$ cat src/rtl/des_round_sequencer.sv
// des_round_sequencer
//   Control FSM for an iterative DES core. It walks one 64-bit block through
//   the shared round datapath: a single load cycle, ROUNDS round enables with
//   per-round C/D rotation control, then a result held under a valid/ready
//   handshake. Only control is produced here; data and key registers live in
//   the datapath.
//
//   Parameters
//     ROUNDS          rounds per block, 1..16 (values below 16 are for debug)
//     SHIFT_SCHEDULE  bit k set -> encrypt round k rotates C/D by 1, else by 2
//
//   Ports
//     i_clk            rising-edge clock
//     i_reset          synchronous active-high reset
//     i_start_valid    block + key present on datapath inputs, start request
//     o_start_ready    a start can be accepted (IDLE only)
//     i_decrypt        mode, sampled only on the start handshake (1 = decrypt)
//     o_data_load      datapath loads IP(block) into L/R
//     o_key_load       datapath loads PC-1(key) into C/D
//     o_round_en       datapath registers one round result + rotated C/D
//     o_round_idx      current round 0..ROUNDS-1 (0 outside rounds)
//     o_key_shift_amt  C/D rotation for this round: 0, 1 or 2
//     o_key_shift_dir  0 = rotate left (encrypt), 1 = rotate right (decrypt)
//     o_last_round     final round, skips the L/R swap
//     o_out_valid      FP(R16L16) on the datapath output is valid
//     i_out_ready      consumer accepts the result
//     o_busy           sequencer is not idle
//
//   All outputs are registers computed from the next state, so they are Moore
//   functions of state/counter/mode with no input-to-output combinational path.
module des_round_sequencer #(
  parameter int          ROUNDS         = 16,
  parameter logic [15:0] SHIFT_SCHEDULE = 16'h8103
) (
  input  logic       i_clk,
  input  logic       i_reset,
  input  logic       i_start_valid,
  output logic       o_start_ready,
  input  logic       i_decrypt,
  output logic       o_data_load,
  output logic       o_key_load,
  output logic       o_round_en,
  output logic [3:0] o_round_idx,
  output logic [1:0] o_key_shift_amt,
  output logic       o_key_shift_dir,
  output logic       o_last_round,
  output logic       o_out_valid,
  input  logic       i_out_ready,
  output logic       o_busy
);

  typedef enum logic [1:0] {
    S_IDLE  = 2'd0,
    S_LOAD  = 2'd1,
    S_ROUND = 2'd2,
    S_DONE  = 2'd3
  } state_t;

  localparam logic [3:0] LAST_IDX = 4'(ROUNDS - 1);

  // Rotation amount for round k. Decryption undoes the encrypt rotations in
  // reverse order: its first round uses the untouched PC-1 key (amount 0),
  // and round k undoes encrypt round ROUNDS-k. The 4-bit subtraction wraps
  // 16 to 0, which is exact for ROUNDS=16 and k in 1..15.
  function automatic logic [1:0] shift_amt(input logic [3:0] k, input logic dec);
    logic [3:0] w_ridx;
    logic [1:0] w_amt;
    w_ridx = 4'(ROUNDS) - k;
    if (!dec) begin
      w_amt = SHIFT_SCHEDULE[k] ? 2'd1 : 2'd2;
    end else if (k == 4'd0) begin
      w_amt = 2'd0;
    end else begin
      w_amt = SHIFT_SCHEDULE[w_ridx] ? 2'd1 : 2'd2;
    end
    return w_amt;
  endfunction

  state_t     r_state;
  logic [3:0] r_cnt;
  logic       r_mode;

  state_t     w_state_nx;
  logic [3:0] w_cnt_nx;
  logic       w_mode_nx;
  logic       w_in_round_nx;

  // Next-state, counter and mode-latch logic.
  always_comb begin
    w_state_nx = r_state;
    w_cnt_nx   = r_cnt;
    w_mode_nx  = r_mode;
    case (r_state)
      S_IDLE: begin
        if (i_start_valid) begin
          w_state_nx = S_LOAD;
          w_mode_nx  = i_decrypt;
          w_cnt_nx   = 4'd0;
        end else begin
          w_state_nx = S_IDLE;
        end
      end
      S_LOAD: begin
        w_state_nx = S_ROUND;
        w_cnt_nx   = 4'd0;
      end
      S_ROUND: begin
        if (r_cnt == LAST_IDX) begin
          w_state_nx = S_DONE;
          w_cnt_nx   = 4'd0;
        end else begin
          w_cnt_nx = r_cnt + 4'd1;
        end
      end
      S_DONE: begin
        if (i_out_ready) begin
          w_state_nx = S_IDLE;
        end else begin
          w_state_nx = S_DONE;
        end
      end
      default: begin
        w_state_nx = S_IDLE;
        w_cnt_nx   = 4'd0;
        w_mode_nx  = 1'b0;
      end
    endcase
    w_in_round_nx = (w_state_nx == S_ROUND);
  end

  // State registers and registered Moore outputs decoded from the next state.
  always_ff @(posedge i_clk) begin
    if (i_reset) begin
      r_state         <= S_IDLE;
      r_cnt           <= 4'd0;
      r_mode          <= 1'b0;
      o_start_ready   <= 1'b1;
      o_data_load     <= 1'b0;
      o_key_load      <= 1'b0;
      o_round_en      <= 1'b0;
      o_round_idx     <= 4'd0;
      o_key_shift_amt <= 2'd0;
      o_key_shift_dir <= 1'b0;
      o_last_round    <= 1'b0;
      o_out_valid     <= 1'b0;
      o_busy          <= 1'b0;
    end else begin
      r_state         <= w_state_nx;
      r_cnt           <= w_cnt_nx;
      r_mode          <= w_mode_nx;
      o_start_ready   <= (w_state_nx == S_IDLE);
      o_data_load     <= (w_state_nx == S_LOAD);
      o_key_load      <= (w_state_nx == S_LOAD);
      o_round_en      <= w_in_round_nx;
      o_round_idx     <= w_in_round_nx ? w_cnt_nx : 4'd0;
      o_key_shift_amt <= w_in_round_nx ? shift_amt(w_cnt_nx, w_mode_nx) : 2'd0;
      o_key_shift_dir <= w_in_round_nx ? w_mode_nx : 1'b0;
      o_last_round    <= w_in_round_nx && (w_cnt_nx == LAST_IDX);
      o_out_valid     <= (w_state_nx == S_DONE);
      o_busy          <= (w_state_nx != S_IDLE);
    end
  end

endmodule
$ cat config.mk
export PLATFORM = sky130hd
export DESIGN_NAME = des_round_sequencer
export DESIGN_NICKNAME = d
export VERILOG_FILES = /design/src/rtl/des_round_sequencer.sv
export SDC_FILE = /design/constraint.sdc
export NUM_CORES = 1
export LEC_CHECK = 0
export ABC_AREA = 1
export BUFFER_PORTS_ARGS = -buffer_cell sky130_fd_sc_hd__buf_2
export CORE_MARGIN = 2
export CORE_UTILIZATION = 59
export CTS_BUF_LIST = sky130_fd_sc_hd__clkbuf_8
export DETAILED_ROUTE_END_ITERATION = 10
export GPL_TIMING_DRIVEN = 0
export PLACE_DENSITY_LB_ADDON = 0.3
export SLEW_MARGIN = 20
export SYNTH_ARGS = -nofsm -noshare
export SYNTH_HDL_FRONTEND = slang
export SYNTH_SLANG_ARGS = --single-unit
export TNS_END_PERCENT = 100
$ cat constraint.sdc
create_clock -name i_clk -period 3.04 [get_ports i_clk]
set_input_delay 0.912 -clock i_clk [delete_from_list [all_inputs] [get_ports i_clk]]
set_output_delay 0.912 -clock i_clk [all_outputs]
set_load 0.1 [all_outputs]
==> run metrics, run 1 <==
post-layout util 0.744; Post-Syn Nets roughly 140; Finished Cell Area 1120 um2; pre-CTS setup slack between 700 and 800 ps; clock root cell clkbuf_8; # H-tree levels 1; syn_area_per_cell roughly 7.2 um2; combinational fraction of design power 0.219; crit path DAT 2260 ps; Layout area overhead 18.7%; Critical Path End Type register; layout cell share with drive strength beyond 1 0.250; Port Buffer Count 17; Core Region between 1500 and 2000 um2; leakage roughly 0.6 nW; Fin Setup TNS 0 ps; global-route wire length before repair 3320 um; power density cells roughly 610 nW/um2; Hold WS 666 ps; Initial Util 0.627; Max Fanout on Critical Path 6; Clk pwr share 0.373; Reg2Reg Depth 12; Placer Congestion between 0.8 and 0.9; TritonRoute pass-1 iters 4; vias 872; P_int 484 uW; worst hold path class register to register; CTS Buf Count 3; via count of the first global-routing pass 799; Tightest Pin Transition 494 ps; most frequent cells in the layout nand2_1, nor2_1, dfxtp_1; Clock Sinks 20; Ports 19; sw frac 0.298; Unique masters post-synth 24; Pins Over Slew Limit 0; status complete, no violations; CP Class input pin to register; # diodes 0; Clock Latency Late Sink 250 ps; cell depth of the worst min-delay path 2; Setup Skew 4.88 ps; largest net degree at the start of global routing 13; yosys warns 0; Sw Pwr about 200 uW; setup bufs post-CTS 0; CTS Hold Bufs 0; num rows 14; Post-Place Cells 164; post-synthesis sequential area ratio 0.424; post-DR vias/cell 5.19; clk slew on worst S/H paths around 70 ps; final setup violation count 0; Rel. slew slack 0.673; DPL Wire Length 1520 um; WL/cell 12.1 um; Power Total 689 uW; R2R Setup Slk 1100 ps; CTS tree built; minimum clock period ~2100 ps; Finished Layout Cells ~170; Total Nets Final roughly 160; Final Worst Setup Slack a little under 1000 ps; #FFs+latches synth 20; final WL 2030 um; post-CTS resize count 0; CP Data Required Time 3230 ps; final antenna-violating net count 0; commonest non-fill, non-tap cell in the layout nand2_1; Synth Instances 131; Post-Syn Area 945 um2; DIE WIDTH about 44 um; RSZ-0062 raised after global routing no; Die H 44.0 um; CP Launch Type input pin; GRT Util Overall 0.228; Die Area 1940 um2; IR drop worst, VDD 546 uV; worst-case clock buffer depth 2; fin crit share 0.682; Residual DRC 0; Reg power frac 0.409; initial antenna violation count 0; starting DRC count in detailed routing 21; Max Clk Rate 0.482 GHz; grt ovf 0; placed cell areas 1050 um2; Max Cap Viol 0; final number of hold-violating endpoints 0
## sequential cells by signal (all words and copies together), names as in the netlist
register and count:
o_busy 1, o_key_load 1, o_key_shift_amt 2, o_key_shift_dir 1
o_last_round 1, o_out_valid 1, o_round_en 1, o_round_idx 4
o_start_ready 1, r_cnt 4, r_mode 1, r_state 2
## final timing paths
check	from	to
max	i_start_valid	o_key_shift_amt[0]
min	r_state[0]	r_state[1]
max reg2reg	r_cnt[0]	o_key_shift_amt[0]
min reg2reg	r_state[0]	r_state[1]
## critical path, stage by stage
cell and delay, ps:
buf_2 110, nor2_1 50, nand2_1 80, nand2_1 100
nor2_4 170, ha_1 190, nand4_1 150, nand2_1 120
nand2_1 60, nand3_1 100, nand3b_1 90, a21oi_1 130
## area by class of cell
cell class / instances / area [um2]
Inverter: 22 / 82.6
Clock buffer: 3 / 41.3
Multi-Input combinational cell: 87 / 450
Tap cell: 16 / 20.0
Fill cell: 107 / 385
Clock inverter: 1 / 30.0
Sequential cell: 20 / 400
Buffer: 2 / 11.3
Timing Repair Buffer: 17 / 85.1
## power by group through the flow
stage | combinational, mW | sequential, mW | clock (mW)
final | 0.151 | 0.282 | 0.257
after global placement | 0.145 | 0.286 | 0
after global routing | 0.164 | 0.283 | 0.266
after detailed placement | 0.149 | 0.287 | 0
after floorplan | 0.0722 | 0.339 | 0
after CTS | 0.151 | 0.282 | 0.257
## logic make-up after synthesis
family / count (synthesis) / synth area share
AO/OA/AOI/OAI: 7 / 0.0490
AND/OR/NAND/NOR: 77 / 0.388
buffers and inverters: 24 / 0.0993
adder cells (fa/ha/maj): 3 / 0.0397
flip-flops: 20 / 0.424
## cells in the mapped netlist (all sizes together)
| master | count | area (um2) |
|---|---|---|
| nand2 | 31 | 131 |
| dfxtp | 20 | 400 |
| buf | 1 | 7.51 |
| clkinv | 1 | 3.75 |
| inv | 21 | 78.8 |
| nand3 | 14 | 75.1 |
| nand3b | 2 | 15.0 |
| or2 | 2 | 12.5 |
| a211oi | 1 | 12.5 |
| nand4 | 3 | 18.8 |
| o21ai | 3 | 15.0 |
| a21oi | 3 | 18.8 |
| clkbuf | 1 | 3.75 |
| nor2 | 25 | 114 |
| ha | 3 | 37.5 |
## layer usage
metal  global-route usage  wire [um]  up-vias
li1                     -          -      448
met1                0.279        865      393
met2                0.418       1070       29
met3               0.0245         80        2
met4               0.0667          8        0
met5                    0          0        -
No activity file was read; power rests on OpenSTA's default activity.
==> run 2: changes to the inputs <==
--- a/config.mk
+++ b/config.mk
@@ -8,7 +8,7 @@
 export ABC_AREA = 1
 export BUFFER_PORTS_ARGS = -buffer_cell sky130_fd_sc_hd__buf_2
 export CORE_MARGIN = 2
-export CORE_UTILIZATION = 59
+export CORE_UTILIZATION = 50
 export CTS_BUF_LIST = sky130_fd_sc_hd__clkbuf_8
 export DETAILED_ROUTE_END_ITERATION = 10
 export GPL_TIMING_DRIVEN = 0
==> constraint.sdc (replaced) <==
create_clock -name i_clk -period 1.72 [get_ports i_clk]
set_input_delay 0.516 -clock i_clk [delete_from_list [all_inputs] [get_ports i_clk]]
set_output_delay 0.516 -clock i_clk [all_outputs]
set_load 0.1 [all_outputs]
==> run metrics, run 2 (synthesis results as in run 1) <==
crit path DAT 1990 ps (was 2260 ps); Initial Util 0.541 (was 0.627); layout cell share with drive strength beyond 1 0.438 (was 0.250); R2R Setup Slk -80 ps (was 1100 ps); fin crit share 1.05; Die Area 2250 um2 (was 1940 um2); Rel. slew slack 0.676 (was 0.673); CP Class register to register (was input pin to register); CTS Buf Count 3 (unchanged); Critical Path End Type register (unchanged); largest net degree at the start of global routing 12 (was 13); DPL Wire Length 1420 um (was 1520 um); Placer Congestion 0.835 (was 0.878); Residual DRC 0 (unchanged); CP Data Required Time 1910 ps (was 3230 ps); GR Util met2 0.386 (was 0.418); Hold Path Origin i_out_ready (was r_state[0]); CTS Hold Bufs 0 (unchanged); Ports 19 (unchanged); status finished, violations left (was complete, no violations); clk slew on worst S/H paths 70 ps (about the same); Fin Setup TNS -109 ps (was 0 ps); Final Worst Setup Slack -78.9 ps (was 967 ps); initial antenna violation count 0 (unchanged); TritonRoute pass-1 iters 5 (was 4); busiest layer in global routing met2 (unchanged); minimum clock period 1800 ps; M1 GR Usage 0.237 (was 0.279); most frequent cells in the layout nand2_1, nor2_1, buf_2 (was nand2_1, nor2_1, dfxtp_1); final WL 2520 um (was 2030 um); Setup Skew 3.55 ps (was 4.88 ps); GRT Util Overall 0.214 (was 0.228); Clock Latency Late Sink 250 ps (about the same); Port Buffer Count 17 (unchanged); via count of the first global-routing pass 825 (was 799); WL/cell 13.4 um (was 12.1 um); IR drop worst, VDD 830 uV (was 546 uV); starting DRC count in detailed routing 52 (was 21); global-route wire length before repair 3350 um (was 3320 um); Worst R2R Start r_cnt[1] (was r_cnt[0]); Max Fanout on Critical Path 3 (was 6); Reg2Reg Depth 15 (was 12); # H-tree levels 1 (unchanged); worst reg2reg endpoint o_key_shift_amt[1] (was o_key_shift_amt[0]); Max Clk Rate 0.556 GHz; Core Region 1750 um2 (was 1510 um2); post-layout util 0.758 (was 0.744); failing checks negative setup slack; vias 980 (was 872); area of the multi-input gates 562 um2 (was 450 um2); Max Cap Viol 0 (unchanged); Layout fillers 119 (was 107); biggest regs o_round_idx: 4 flops, r_cnt: 4 flops (unchanged); RSZ-0062 raised after global routing yes (was no); final setup violation count 2 (was 0); Die H 47.5 um (was 44.0 um); final number of hold-violating endpoints 0 (unchanged); post-DR vias/cell 5.24 (was 5.19); grt ovf 0 (unchanged); Pins Over Slew Limit 0 (unchanged); Tightest Pin Transition 489 ps (was 494 ps); Clock Sinks 20 (unchanged); cell depth of the worst min-delay path 2 (unchanged); clock root cell clkbuf_8 (unchanged); num rows 15 (was 14); worst hold path class input pin to register (was register to register); leakage 0.666 nW (was 0.597 nW); Total Nets Final 171 (was 161); final antenna-violating net count 0 (unchanged); power density cells 885 nW/um2 (was 615 nW/um2); FF+latch area 412 um2 (was 400 um2); worst-case clock buffer depth 2 (unchanged); Layout area overhead 40.1% (was 18.7%); CP startpoint r_cnt[1] (was i_start_valid); DIE WIDTH 47.5 um (was 44.0 um); # diodes 0 (unchanged); CTS tree built (unchanged); CP Launch Type register (was input pin); GR Layer Usage met3 0.0566 (was 0.0245); end of the worst hold path r_state[1] (unchanged); commonest non-fill, non-tap cell in the layout nand2_1 (unchanged)
==> run 2: layout make-up <==
| class | count | share of cell area |
|---|---|---|
| well taps | 25 | 0.0236 |
| inverters | 22 | 0.0643 |
| repair buffers | 27 | 0.127 |
| multi-input cells | 87 | 0.424 |
| clock buffers | 4 | 0.0416 |
| plain buffers | 2 | 0.00851 |
| flip-flops and latches | 20 | 0.311 |
==> run 2: per-layer routing <==
metal | vias up | routed length, um
li1 | 469 | -
met1 | 458 | 1010
met2 | 44 | 1260
met3 | 9 | 188
met4 | 0 | 54
met5 | - | 0
==> run 2: timing repair <==
item / CTS / global route
endpoints found under the hold margin: 0 / 0
gates resized for setup: 11 / 25
endpoints found under the setup margin: 2 / 2
setup buffers: 6 / 4
pin swaps: 6 / 11
==> run 2: how the worst max path moves through the flow <==
stage                                    end  slack, ps  cells after the start
after floorplan           o_key_shift_amt[1]         50                     13
after global placement    o_key_shift_amt[1]       -130                     14
after detailed placement  o_key_shift_amt[1]       -160                     14
after CTS                 o_key_shift_amt[1]          5                     11
after global routing      o_key_shift_amt[1]       -210                     15
final                     o_key_shift_amt[1]        -80                     15
==> run 2: critical path, cell delays in order (launching register included) <==
cell and delay (ps):
dfxtp_2 340, buf_6 120, inv_2 50, nor2_1 40
nand2_1 110, nand2_2 90, nor2_4 130, ha_4 150
nand4_1 130, nand2_1 130, nand2_1 70, nand2_1 60
nand2_1 60, nand2_1 70, nand2_1 60, a21oi_2 100
==> run 2: where the power goes <==
group | leakage, nW | internal, mW | total (mW) | switching, mW
Sequential | 0.166 | 0.485 | 0.499 | 0.0144
Clock | 0.0288 | 0.203 | 0.344 | 0.140
Combinational | 0.472 | 0.0919 | 0.330 | 0.238
==> run 2: through the flow <==
stage / instance area, um2 / cells / power (mW) / worst slack, ps / hold WS, ps
after floorplan: 946 / 131 / 0.727 / 45.4 / 579
after detailed placement: 1060 / 173 / 0.769 / -164 / 637
final: 1320 / 187 / 1.17 / -78.9 / 464
after CTS: 1190 / 183 / 1.13 / 4.51 / 475
after global placement: 1060 / 173 / 0.764 / -131 / 627
after global routing: 1320 / 187 / 1.22 / -210 / 471
==> run 3: changes to the inputs <==
==> constraint.sdc (replaced) <==
create_clock -name i_clk -period 1.72 [get_ports i_clk]
set_input_delay 0.516 -clock i_clk [delete_from_list [all_inputs] [get_ports i_clk]]
set_output_delay 0.516 -clock i_clk [all_outputs]
set_load 0.005 [all_outputs]
==> run metrics, run 3 (synthesis results as in run 1) <==
Tightest Pin Transition 422 ps (was 489 ps); WL/cell 13.5 um (was 13.4 um); Clock Latency Late Sink 250 ps (about the same); crit path DAT 1970 ps (was 1990 ps); GRT Util Overall 0.231 (was 0.214); Sw Pwr 286 uW (was 392 uW); layout cell share with drive strength beyond 1 0.452 (was 0.438); clk slew on worst S/H paths 70 ps (about the same); Post-Place Cells 173 (unchanged); Ports 19 (unchanged); Initial Util 0.541 (unchanged); Reg power frac 0.486 (was 0.426); # H-tree levels 1 (unchanged); Hold WS 463 ps (was 464 ps); end of the worst hold path r_state[1] (unchanged); Port Buffer Count 17 (unchanged); Clock Sinks 20 (unchanged); minimum clock period 1780 ps (was 1800 ps); status finished, violations left (unchanged); vias 1,009 (was 980); Clk pwr share 0.286 (was 0.293); Pins Over Slew Limit 0 (unchanged); TritonRoute pass-1 iters 4 (was 5); CTS Buf Count 3 (unchanged); Reg2Reg Depth 15 (unchanged); RSZ-0062 raised after global routing yes (unchanged); final number of hold-violating endpoints 0 (unchanged); post-DR vias/cell 5.28 (was 5.24); starting DRC count in detailed routing 47 (was 52); power density cells 769 nW/um2 (was 885 nW/um2); final WL 2580 um (was 2520 um); biggest regs o_round_idx: 4 flops, r_cnt: 4 flops (unchanged); met2 wire len 1300 um (was 1260 um); Core Region 1750 um2 (unchanged); CP Data Required Time 1900 ps (was 1910 ps); num rows 15 (unchanged); placed cell areas 1060 um2 (about the same); Placer Congestion 0.861 (was 0.835); Die H 47.5 um (unchanged); Die Area 2250 um2 (unchanged); IR drop worst, VDD 765 uV (was 830 uV); post-layout util 0.763 (was 0.758); DPL Wire Length 1530 um (was 1420 um); Max Fanout on Critical Path 3 (unchanged); combinational fraction of design power 0.228 (was 0.281); final setup violation count 2 (unchanged); Max Clk Rate 0.561 GHz (was 0.556 GHz); R2R Setup Slk -60 ps (was -80 ps); Max Cap Viol 0 (unchanged); grt ovf 0 (unchanged); cell depth of the worst min-delay path 2 (unchanged); Worst R2R Start r_cnt[1] (unchanged); Layout area overhead 40.9% (was 40.1%); Total Nets Final 176 (was 171); initial antenna violation count 0 (unchanged); worst-case clock buffer depth 2 (unchanged); Final Worst Setup Slack -62.3 ps (was -78.9 ps); Setup Skew 6.01 ps (was 3.55 ps); Power Total 1.02 mW (was 1.17 mW); Finished Cell Area 1330 um2 (was 1320 um2); P_int 737 uW (was 780 uW); commonest non-fill, non-tap cell in the layout nor2_1 (was nand2_1); leakage 0.667 nW (was 0.666 nW); # diodes 0 (unchanged); failing checks negative setup slack (unchanged); DIE WIDTH 47.5 um (unchanged); CTS tree built (unchanged); CP Class register to register (unchanged); final antenna-violating net count 0 (unchanged); global-route wire length before repair 3640 um (was 3350 um); Critical Path End Type register (unchanged); worst reg2reg endpoint o_key_shift_amt[1] (unchanged); Residual DRC 0 (unchanged); CP Launch Type register (unchanged); fin crit share 1.04 (was 1.05); largest net degree at the start of global routing 11 (was 12); clock root cell clkbuf_8 (unchanged); via count of the first global-routing pass 888 (was 825); sw frac 0.279 (was 0.335); worst hold path class input pin to register (unchanged); met1 wire length 961 um (was 1010 um); uppermost routed layer met4 (unchanged); Rel. slew slack 0.719 (was 0.676); Finished Layout Cells 191 (was 187); most frequent cells in the layout nor2_1, nand2_1, buf_2 (was nand2_1, nor2_1, buf_2); met3 wire len 230 um (was 188 um); Hold Path Origin i_out_ready (unchanged)
-- run 3: power by group through the flow --
stage                     Clock, mW  Combinational [mW]  Sequential (mW)
after floorplan                   0               0.116            0.508
after global placement            0               0.153            0.507
after detailed placement          0               0.161            0.508
after CTS                     0.291               0.203            0.499
after global routing          0.317               0.257            0.500
final                         0.292               0.233            0.497
-- run 3: area by class of cell --
| cell class | instances | area, um2 |
|---|---|---|
| Fill cell | 110 | 414 |
| Inverter | 22 | 85.1 |
| Timing Repair Buffer | 32 | 205 |
| Multi-Input combinational cell | 87 | 544 |
| Tap cell | 25 | 31.3 |
| Clock buffer | 3 | 41.3 |
| Buffer | 2 | 11.3 |
| Sequential cell | 20 | 413 |
-- run 3: worst max-delay path, cell delays in order (launching register included) --
cell	delay [ps]
dfxtp_4	360
buf_6	120
inv_4	50
nor2_2	30
nand2_1	80
nand2_2	80
nor2_4	140
ha_4	150
nand4_1	130
nand2_2	140
nand2_2	60
nand2_1	60
nand2_1	60
nand2_1	70
nand2_1	60
a21oi_1	110
-- run 3: worst max path at each step --
stage	start	end	depth (start not counted)
2_1_floorplan	r_cnt[0]	o_key_shift_amt[1]	13
3_3_place_gp	i_start_valid	o_key_shift_amt[1]	14
3_5_place_dp	i_start_valid	o_key_shift_amt[1]	15
4_1_cts	r_cnt[0]	o_key_shift_amt[1]	13
5_1_grt	r_cnt[1]	o_key_shift_amt[1]	15
6_report	r_cnt[1]	o_key_shift_amt[1]	15
-- run 3: repair_timing --
action / 4_1_cts / 5_1_grt
setup buffers: 12 / 3
pin swaps: 12 / 13
endpoints found under the setup margin: 2 / 2
gates resized for setup: 22 / 12
hold buffers: 0 / 0
-- run 3: per-layer routing --
metal,vias up,track usage
li1,474,-
met1,464,0.261
met2,59,0.414
met3,12,0.0604
met4,0,0.0833
met5,-,0
-- run 3: through the flow --
step           setup WS (ps)  setup TNS [ps]
3_3_place_gp            -131            -242
4_1_cts                0.959               0
6_report               -62.3           -87.9
5_1_grt                 -160            -283
3_5_place_dp            -205            -370
2_1_floorplan           45.4               0
